--- src/rtl/proc_fetch_pkg.sv ---
// rtl/proc_fetch_pkg.sv - fetch sequencer states, opcode constants and word helpers
package proc_fetch_pkg;

   localparam int DATA_W = 9;

   localparam logic [2:0] OP_MV  = 3'b000;
   localparam logic [2:0] OP_MVI = 3'b001;
   localparam logic [2:0] OP_ADD = 3'b010;
   localparam logic [2:0] OP_SUB = 3'b011;

   typedef enum logic [2:0] {
      S_IDLE,
      S_F_WAIT,
      S_F_CAP,
      S_I_WAIT,
      S_I_CAP,
      S_ISSUE,
      S_EXEC,
      S_HALT
   } fetch_state_t;

   function automatic logic is_imm(input logic [DATA_W-1:0] word, input logic [2:0] op);
      return word[DATA_W-1 -: 3] == op;
   endfunction

endpackage

--- src/rtl/instr_fetch_seq_mem_lat_timer.sv ---
// rtl/instr_fetch_seq_mem_lat_timer.sv - loadable down-counter timing ROM read latency
module mem_lat_timer (
   input  logic       clk,
   input  logic       resetn,
   input  logic       load,
   input  logic [1:0] load_val,
   input  logic       dec,
   output logic       expired
);

   logic [1:0] count;

   always_ff @(posedge clk) begin
      if (!resetn) begin
         count <= 2'd0;
      end else if (load) begin
         count <= load_val;
      end else if (dec && count != 2'd0) begin
         count <= count - 2'd1;
      end
   end

   // The wait state leaves on the cycle the count reads 1, so data is valid at capture.
   assign expired = (count == 2'd1);

endmodule

--- src/rtl/instr_fetch_seq.sv ---
// rtl/instr_fetch_seq.sv - handshaken ROM-to-processor instruction fetch sequencer
// Optional PROG_WRAP_EN: continue from address 0 after the last program word instead of halting.
module instr_fetch_seq
   import proc_fetch_pkg::*;
#(
   parameter int         ADDR_W   = 5,
   parameter int         PROG_LEN = 32,
   parameter int         MEM_LAT  = 1,
   parameter logic [2:0] IMM_OP   = OP_MVI
) (
   input  logic              Clock,
   input  logic              Resetn,
   input  logic              Start,
   input  logic              Done,
   input  logic [DATA_W-1:0] MemData,
   output logic [ADDR_W-1:0] Addr,
   output logic [DATA_W-1:0] DIN,
   output logic              Run,
   output logic              Busy,
   output logic              Halted,
   output logic [7:0]        InstrCount
);

   localparam logic [ADDR_W-1:0] END_ADDR = ADDR_W'(PROG_LEN - 1);
   localparam logic [1:0]        LAT      = 2'(MEM_LAT);
`ifdef PROG_WRAP_EN
   localparam bit WRAP = 1'b1;
`else
   localparam bit WRAP = 1'b0;
`endif

   fetch_state_t      state;
   logic [DATA_W-1:0] instr;
   logic [DATA_W-1:0] imm;
   logic              last_word;
   logic              tmr_expired;
   logic              tmr_load;
   logic              tmr_dec;
   logic              start_ok;
   logic              done_ok;
   logic              at_end;
   logic              halt_now;

   // last_word remembers that the instruction came from the final address even after
   // an immediate fetch has moved Addr past it.
   always_comb begin
      start_ok = (state == S_IDLE || state == S_HALT) && Start;
      done_ok  = (state == S_ISSUE || state == S_EXEC) && Done;
      at_end   = last_word || (Addr == END_ADDR);
      halt_now = done_ok && at_end && !WRAP;
      tmr_load = start_ok || (state == S_F_CAP && is_imm(MemData, IMM_OP)) || (done_ok && !halt_now);
      tmr_dec  = (state == S_F_WAIT) || (state == S_I_WAIT);
   end

   mem_lat_timer u_timer (
      .clk      (Clock),
      .resetn   (Resetn),
      .load     (tmr_load),
      .load_val (LAT),
      .dec      (tmr_dec),
      .expired  (tmr_expired)
   );

   always_ff @(posedge Clock) begin
      if (!Resetn) begin
         state      <= S_IDLE;
         Addr       <= '0;
         DIN        <= '0;
         Run        <= 1'b0;
         Busy       <= 1'b0;
         Halted     <= 1'b0;
         InstrCount <= 8'd0;
         instr      <= '0;
         imm        <= '0;
         last_word  <= 1'b0;
      end else begin
         case (state)
            S_IDLE, S_HALT: begin
               if (Start) begin
                  Addr       <= '0;
                  InstrCount <= 8'd0;
                  Halted     <= 1'b0;
                  Busy       <= 1'b1;
                  state      <= S_F_WAIT;
               end
            end
            S_F_WAIT: if (tmr_expired) state <= S_F_CAP;
            S_F_CAP: begin
               instr     <= MemData;
               last_word <= (Addr == END_ADDR);
               if (is_imm(MemData, IMM_OP)) begin
                  Addr  <= Addr + 1'b1;
                  state <= S_I_WAIT;
               end else begin
                  DIN   <= MemData;
                  Run   <= 1'b1;
                  state <= S_ISSUE;
               end
            end
            S_I_WAIT: if (tmr_expired) state <= S_I_CAP;
            S_I_CAP: begin
               imm   <= MemData;
               DIN   <= instr;
               Run   <= 1'b1;
               state <= S_ISSUE;
            end
            S_ISSUE, S_EXEC: begin
               Run <= 1'b0;
               if (Done) begin
                  InstrCount <= InstrCount + 8'd1;
                  if (halt_now) begin
                     Halted <= 1'b1;
                     Busy   <= 1'b0;
                     state  <= S_HALT;
                  end else begin
                     Addr  <= at_end ? '0 : Addr + 1'b1;
                     state <= S_F_WAIT;
                  end
               end else if (state == S_ISSUE) begin
                  DIN   <= is_imm(instr, IMM_OP) ? imm : instr;
                  state <= S_EXEC;
               end
            end
            default: state <= S_IDLE;
         endcase
      end
   end

endmodule

--- config.mk ---
export PLATFORM = sky130hd
export DESIGN_NAME = instr_fetch_seq
export DESIGN_NICKNAME = d
export VERILOG_FILES = /design/src/rtl/proc_fetch_pkg.sv /design/src/rtl/instr_fetch_seq_mem_lat_timer.sv /design/src/rtl/instr_fetch_seq.sv
export SDC_FILE = /design/constraint.sdc
export NUM_CORES = 1
export LEC_CHECK = 0
export BUFFER_PORTS_ARGS = -buffer_cell sky130_fd_sc_hd__buf_2
export CAP_MARGIN = 20
export CORE_ASPECT_RATIO = 1.25
export CORE_UTILIZATION = 40
export DETAILED_ROUTE_END_ITERATION = 16
export HOLD_SLACK_MARGIN = 0.12
export SLEW_MARGIN = 20
export SYNTH_ARGS = -nofsm -noshare
export SYNTH_HDL_FRONTEND = slang
export SYNTH_HIERARCHICAL = 1
export SYNTH_SLANG_ARGS = --single-unit
export TNS_END_PERCENT = 1
--- constraint.sdc ---
create_clock -name Clock -period 3.7 [get_ports Clock]
set_input_delay 0.555 -clock Clock [delete_from_list [all_inputs] [get_ports Clock]]
set_output_delay 0.555 -clock Clock [all_outputs]
set_load 0.005 [all_outputs]
## Yosys cells after proc, flatten, opt, wreduce, memory -nomap -nowiden

Cells that the tools add are included.

- Add/sub/neg operators: 3
- Eq/ne operators: 22
- Muxes and demuxes: 34
- Bitwise gates (word level): 1
- Reduce and logical (&&, ||, !) cells: 28

Operator list:

| operator | count |
|---|---|
| 9-bit two-way mux | 4 |
| 9-bit one-hot mux with 3 select lines | 1 |
| 5-bit two-way mux | 5 |
| 3-bit two-way mux | 7 |
| 2-bit inequality test, second input constant | 9 |
| 3-bit one-hot mux with 6 select lines | 1 |
| 8-bit two-way mux | 2 |
| 8-bit one-hot mux with 2 select lines | 1 |
| 5-bit one-hot mux with 3 select lines | 1 |
| 3-bit == test, second input constant | 4 |
| 4-bit AND reduction | 3 |
| 3-bit by 1-bit == test with 1-bit output, second input constant | 3 |
| 1-bit two-way mux | 9 |
| 8-bit by 1-bit adder with 8-bit output, second input constant | 1 |
| 3-bit by 2-bit == test with 1-bit output, second input constant | 2 |
| 1-bit logical AND | 6 |
| 1-bit logical OR | 6 |
| 2-bit nonzero test | 3 |
| 3-bit nonzero test | 2 |
| 2-bit OR reduction | 3 |
| 5-bit by 1-bit adder with 5-bit output, second input constant | 1 |
| 5-bit == test, second input constant | 1 |
| 5-bit AND reduction | 1 |
| 1-bit one-hot mux with 2 select lines | 2 |
| other kinds (10) | 10 |

- Register bits: 49
- Input bits: 13
- Output and inout bits: 25

## Depth between registers and ports, before layout

- Word-level depth: 8
- Mapped depth: 10
- Gate-level depth less buffers: 10

## Hierarchy

Netlist, hierarchy kept.

By module, submodules not included:

| module | times used | cells an instance | area each (µm²) |
|---|---|---|---|
| instr_fetch_seq | 1 | 282 | 2,409.8 |
| mem_lat_timer | 1 | 15 | 135.1 |

## Worst setup path after synthesis

OpenSTA, ideal clock, no wires.

- Path type: register -> register
- From: register Addr[0]
- To: register u_timer.count[1]
- Setup time: 120 ps
- Arrival: 1,788 ps
- Data required time: 3,580 ps
- Slack: 1,792 ps
- Stages on the path, launching flop included: 11
- Clock period less this slack: 1,908 ps
- Cells stage by stage: dfxtp_1 > ha_1 > and3_1 > ha_1 > nor2_1 > nand4_1 > and3_1 > inv_1 > inv_1 > o211ai_1 > a21boi_1

- Cells in the longest elaborated chain, start to end: 7

Ends and longest elaborated chain:

| what | line | RTL |
|---|---|---|
| from (decl) | instr_fetch_seq.sv:16 | `output logic [ADDR_W-1:0] Addr,` |
| from (signal assigned) | instr_fetch_seq.sv:92 | `Addr <= Addr + 1'b1;` |
| from (signal assigned) | instr_fetch_seq.sv:116 | `Addr <= at_end ? '0 : Addr + 1'b1;` |
| 5-bit == test | instr_fetch_seq.sv:49 | `at_end = last_word \|\| (Addr == END_ADDR);` |
| 1-bit logical OR | instr_fetch_seq.sv:49 |  |
| 1-bit logical AND | instr_fetch_seq.sv:50 | `halt_now = done_ok && at_end && !WRAP;` |
| 1-bit zero test | instr_fetch_seq.sv:51 | `tmr_load = start_ok \|\| (state == S_F_CAP && is_imm(MemData, IMM_OP)) \|\| (done_ok && !halt_now);` |
| 1-bit logical AND | instr_fetch_seq.sv:51 |  |
| 1-bit logical OR | instr_fetch_seq.sv:51 |  |
| via tmr_load | instr_fetch_seq.sv:37 | `logic tmr_load;` |
| 2-bit OR reduction (no line) | -- |  |
| to (signal assigned) | instr_fetch_seq_mem_lat_timer.sv:17 | `count <= load_val;` |
| to (signal assigned) | instr_fetch_seq_mem_lat_timer.sv:19 | `count <= count - 2'd1;` |
| to (decl) | instr_fetch_seq_mem_lat_timer.sv:11 | `logic [1:0] count;` |

The timed path passes the listed nets, and every way through them passes these cells.
A chain may end at the register's enable or synchronous reset.

## Worst setup path after layout

- From: register state[1]
- To: register InstrCount[4]

- Cells in the longest elaborated chain, start to end: 4
- Elaborated cells on any way between the ends: 11
- Those cells by class: 5 x eq/ne; 1 x mux; 5 x reduce/logical

Ends and longest elaborated chain:

| what | line | RTL |
|---|---|---|
| from (decl) | instr_fetch_seq.sv:32 | `fetch_state_t state;` |
| from (signal assigned) | instr_fetch_seq.sv:66 | `state <= S_IDLE;` |
| from (signal assigned) | instr_fetch_seq.sv:84 | `state <= S_F_WAIT;` |
| from (signal assigned) | instr_fetch_seq.sv:87 | `S_F_WAIT: if (tmr_expired) state <= S_F_CAP;` |
| 3-bit == test or 3-bit zero test (tied branches) | instr_fetch_seq.sv:77 | `case (state)` |
| 2-bit OR reduction | instr_fetch_seq.sv:77 |  |
| 2-bit inequality test (no line) or 2-bit nonzero test (tied branches) | -- |  |
| 3-bit AND reduction (no line) | -- |  |
| to (signal assigned) | instr_fetch_seq.sv:110 | `InstrCount <= InstrCount + 8'd1;` |
| to (decl) | instr_fetch_seq.sv:21 | `output logic [7:0] InstrCount` |

Parallel ways exist; a longest one is shown, timed or not.

==> reports/metrics.yaml <==
wirelength_um: 5820
clock_sinks: 49
synthFlopType: "dfxtp_1"
yosysWarnings: 6
cts_inserted_buffers: 5
antennaDiodeCount: 0
cp_max_stage_delay_ns: 0.76
final-hold-violation-count: 0
fillers: 652
htreeDepth: 2
grt_setup_unrepaired: "false"
crit_path_cell_trace: "mux2_2, a311oi_2, o21ai_0, a21oi_1"
synth_area_leaders: "dfxtp_1, mux2i_1, nand2_1"
postCtsHoldBufs: 0
placement.io_buffers: 37
dieArea_um2: 6690
critical_path.slowest_cell: "a311oi_2"
synth_async_sr_flop_share: 0
die-width_um: 73.3
drive_gt1_frac: 0.186
final_max_slew_viol_count: 0
worst_path_maximum_fanout: 16
worst_ir_drop_vdd_mv: 0.151
grt_remaining_overflow: 0
dp_hpwl_um: 4080
post_synth_inst_count: 297
initial_antenna_violation_count: 0
dr.first_iter.drc_count: 123
path_clk_slew_ns: 0.09
vias: 2224
leakage_nw: 1.05
post-route-period-util: 0.623
chipHeight_um: 91.2
synth_edf_count: 0
worst_skew_pair.late_latency_ns: 0.30
worst_pin_slew_ns: 0.847
number_of_cell_rows: 32
synth_top_cell_by_area: "dfxtp_1"
vias_per_cell: 5.45
timing.critical_path.buf_inv: 0
grt_first_pass_wirelength_um: 9470
power-per-cell-area_nw_per_um2: 336
first_global_vias: 2054
placedCellCount: 401
avgSynthCellArea_um2: 8.57
synth_fp_nets: 315
core_area_um2: 6170
r2r_setup_slack_ns: 1.40
fin_skew_ns: 0.0101
max-clock-path-buffers: 2
post-cts-setup-buffers: 0
globalRouteTotalUtil: 0.181
gp_routability_congestion: 0.773
top_layer: "met4"
relSlewSlack: 0.435
yosysTopAreaCellShare: 0.385
antenna_violating_nets_post_route: 0
timing.final.crit_period_ns: 2.30
finalNonFillerCells: 408
drt_first_pass_iters: 4
synth_seq_area_share: 0.385
timing.final.setup_violations: 0
clock.fmax_mhz: 434
clock_tree_from_tritoncts: "yes"
routedWlPerCell_um: 14.3
met2WireLength_um: 3010
arrival_worst_endpoint_ns: 2.53
most-common-layout-cells: "dfxtp_1, nand2_1, buf_2, a21oi_1"
critPathCaptureType: "register"
start_util: 0.413
min_path_type: "register to register"
largest_net_degree_at_the_start_of_global_routing: 32
finish.net_count: 341
crit_type: "register to register"
critPathLaunchType: "register"
synth.ff_latch_count: 49
commonest_non_fill_non_tap_cell_in_the_layout: "dfxtp_1"
met1_length_um: 2530
syn_area_um2: 2540
cpLargestDelayFamily: "compound AO/OA/AOI/OAI gates"
cap_viol_max_count: 0
cts-resized-gates: 0
area_growth_pct: 11.4
yosysUniqueCellTypes: 58
drcViolationCount: 0
required_ns: 3.92
design.portCount: 38
status: "finished clean"
clockRootBuffer: "clkbuf_8"
met3RoutedLength_um: 217
tns_ns: 0
==> layer usage <==
metal  global-route usage  vias up
met5                    0        -
met1                0.205     1052
li1                     -     1121
met4               0.0641        0
met3               0.0344        7
met2                0.329       44
==> cells in the mapped netlist (all sizes together) (4+ instances only) <==
cell    count
dfxtp      49
ha          5
inv         9
nor3b       6
and2        5
nand2      45
a21oi      22
o22ai       7
nor2       17
and3        6
buf        10
o21ai      12
nand3      11
mux2i      17
o221ai      4
clkbuf     10
nor2b       4
or3         7
a32o        5
==> final timing paths <==
check        startpoint            end  depth (start not counted)
min reg2reg      imm[3]         imm[3]                          2
max reg2reg    state[1]  InstrCount[4]                          4
min              imm[3]         imm[3]                          2
max            state[1]  InstrCount[4]                          4
==> where the power goes <==
group          switching [mW]  internal (mW)
logic                  0.0480         0.0335
clock network           0.178          0.148
registers              0.0106          0.533
==> stage by stage <==
step                      area (µm²)  utilization  hold WS (ns)  worst slack, ns  power (mW)
final                           2840        0.460         0.462             1.40       0.951
after global routing            2840        0.460         0.478             1.24       0.998
after CTS                       2840        0.460         0.462             1.40       0.961
after detailed placement        2750        0.445         0.449             1.24       0.638
after global placement          2750        0.445         0.445             1.24       0.637
after floorplan                 2540            -         0.436             1.79       0.614
==> sequential cells by signal, indices dropped and copies added (netlist names) <==
register       flops
instr              9
DIN                9
InstrCount         8
u_timer/count      2
Addr               5
Halted             1
Busy               1
last_word          1
Run                1
imm                9
state              3
==> cell families after synthesis <==
group / count (synthesis) / synth area share
muxes: 18 / 0.0713
adders and majority gates: 6 / 0.0285
DFF: 49 / 0.385
other: 2 / 0.00295
and+or+nand+nor: 118 / 0.246
xor gates and xnor gates: 2 / 0.00984
AOI/OAI and AO/OA: 73 / 0.201
buffers and inverters: 29 / 0.0551
==> worst min-delay path, delay by kind of cell (launching register included) <==
kind            cells  cell delay, ns
simple gates        1            0.05
flops               1            0.32
compound gates      1            0.05
==> final cells by class <==
| class | count | area, µm² | share of cell area |
|---|---|---|---|
| multi-input combinational | 219 | 1420 | 0.502 |
| sequential | 49 | 981 | 0.346 |
| timing repair buffer | 39 | 200 | 0.0706 |
| tap | 85 | 106 | 0.0375 |
| clock buffer | 6 | 82.6 | 0.0291 |
| inverter | 9 | 33.8 | 0.0119 |
| clock inverter | 1 | 7.51 | 0.00265 |
Note: power is estimated with default switching activity, not from simulation.
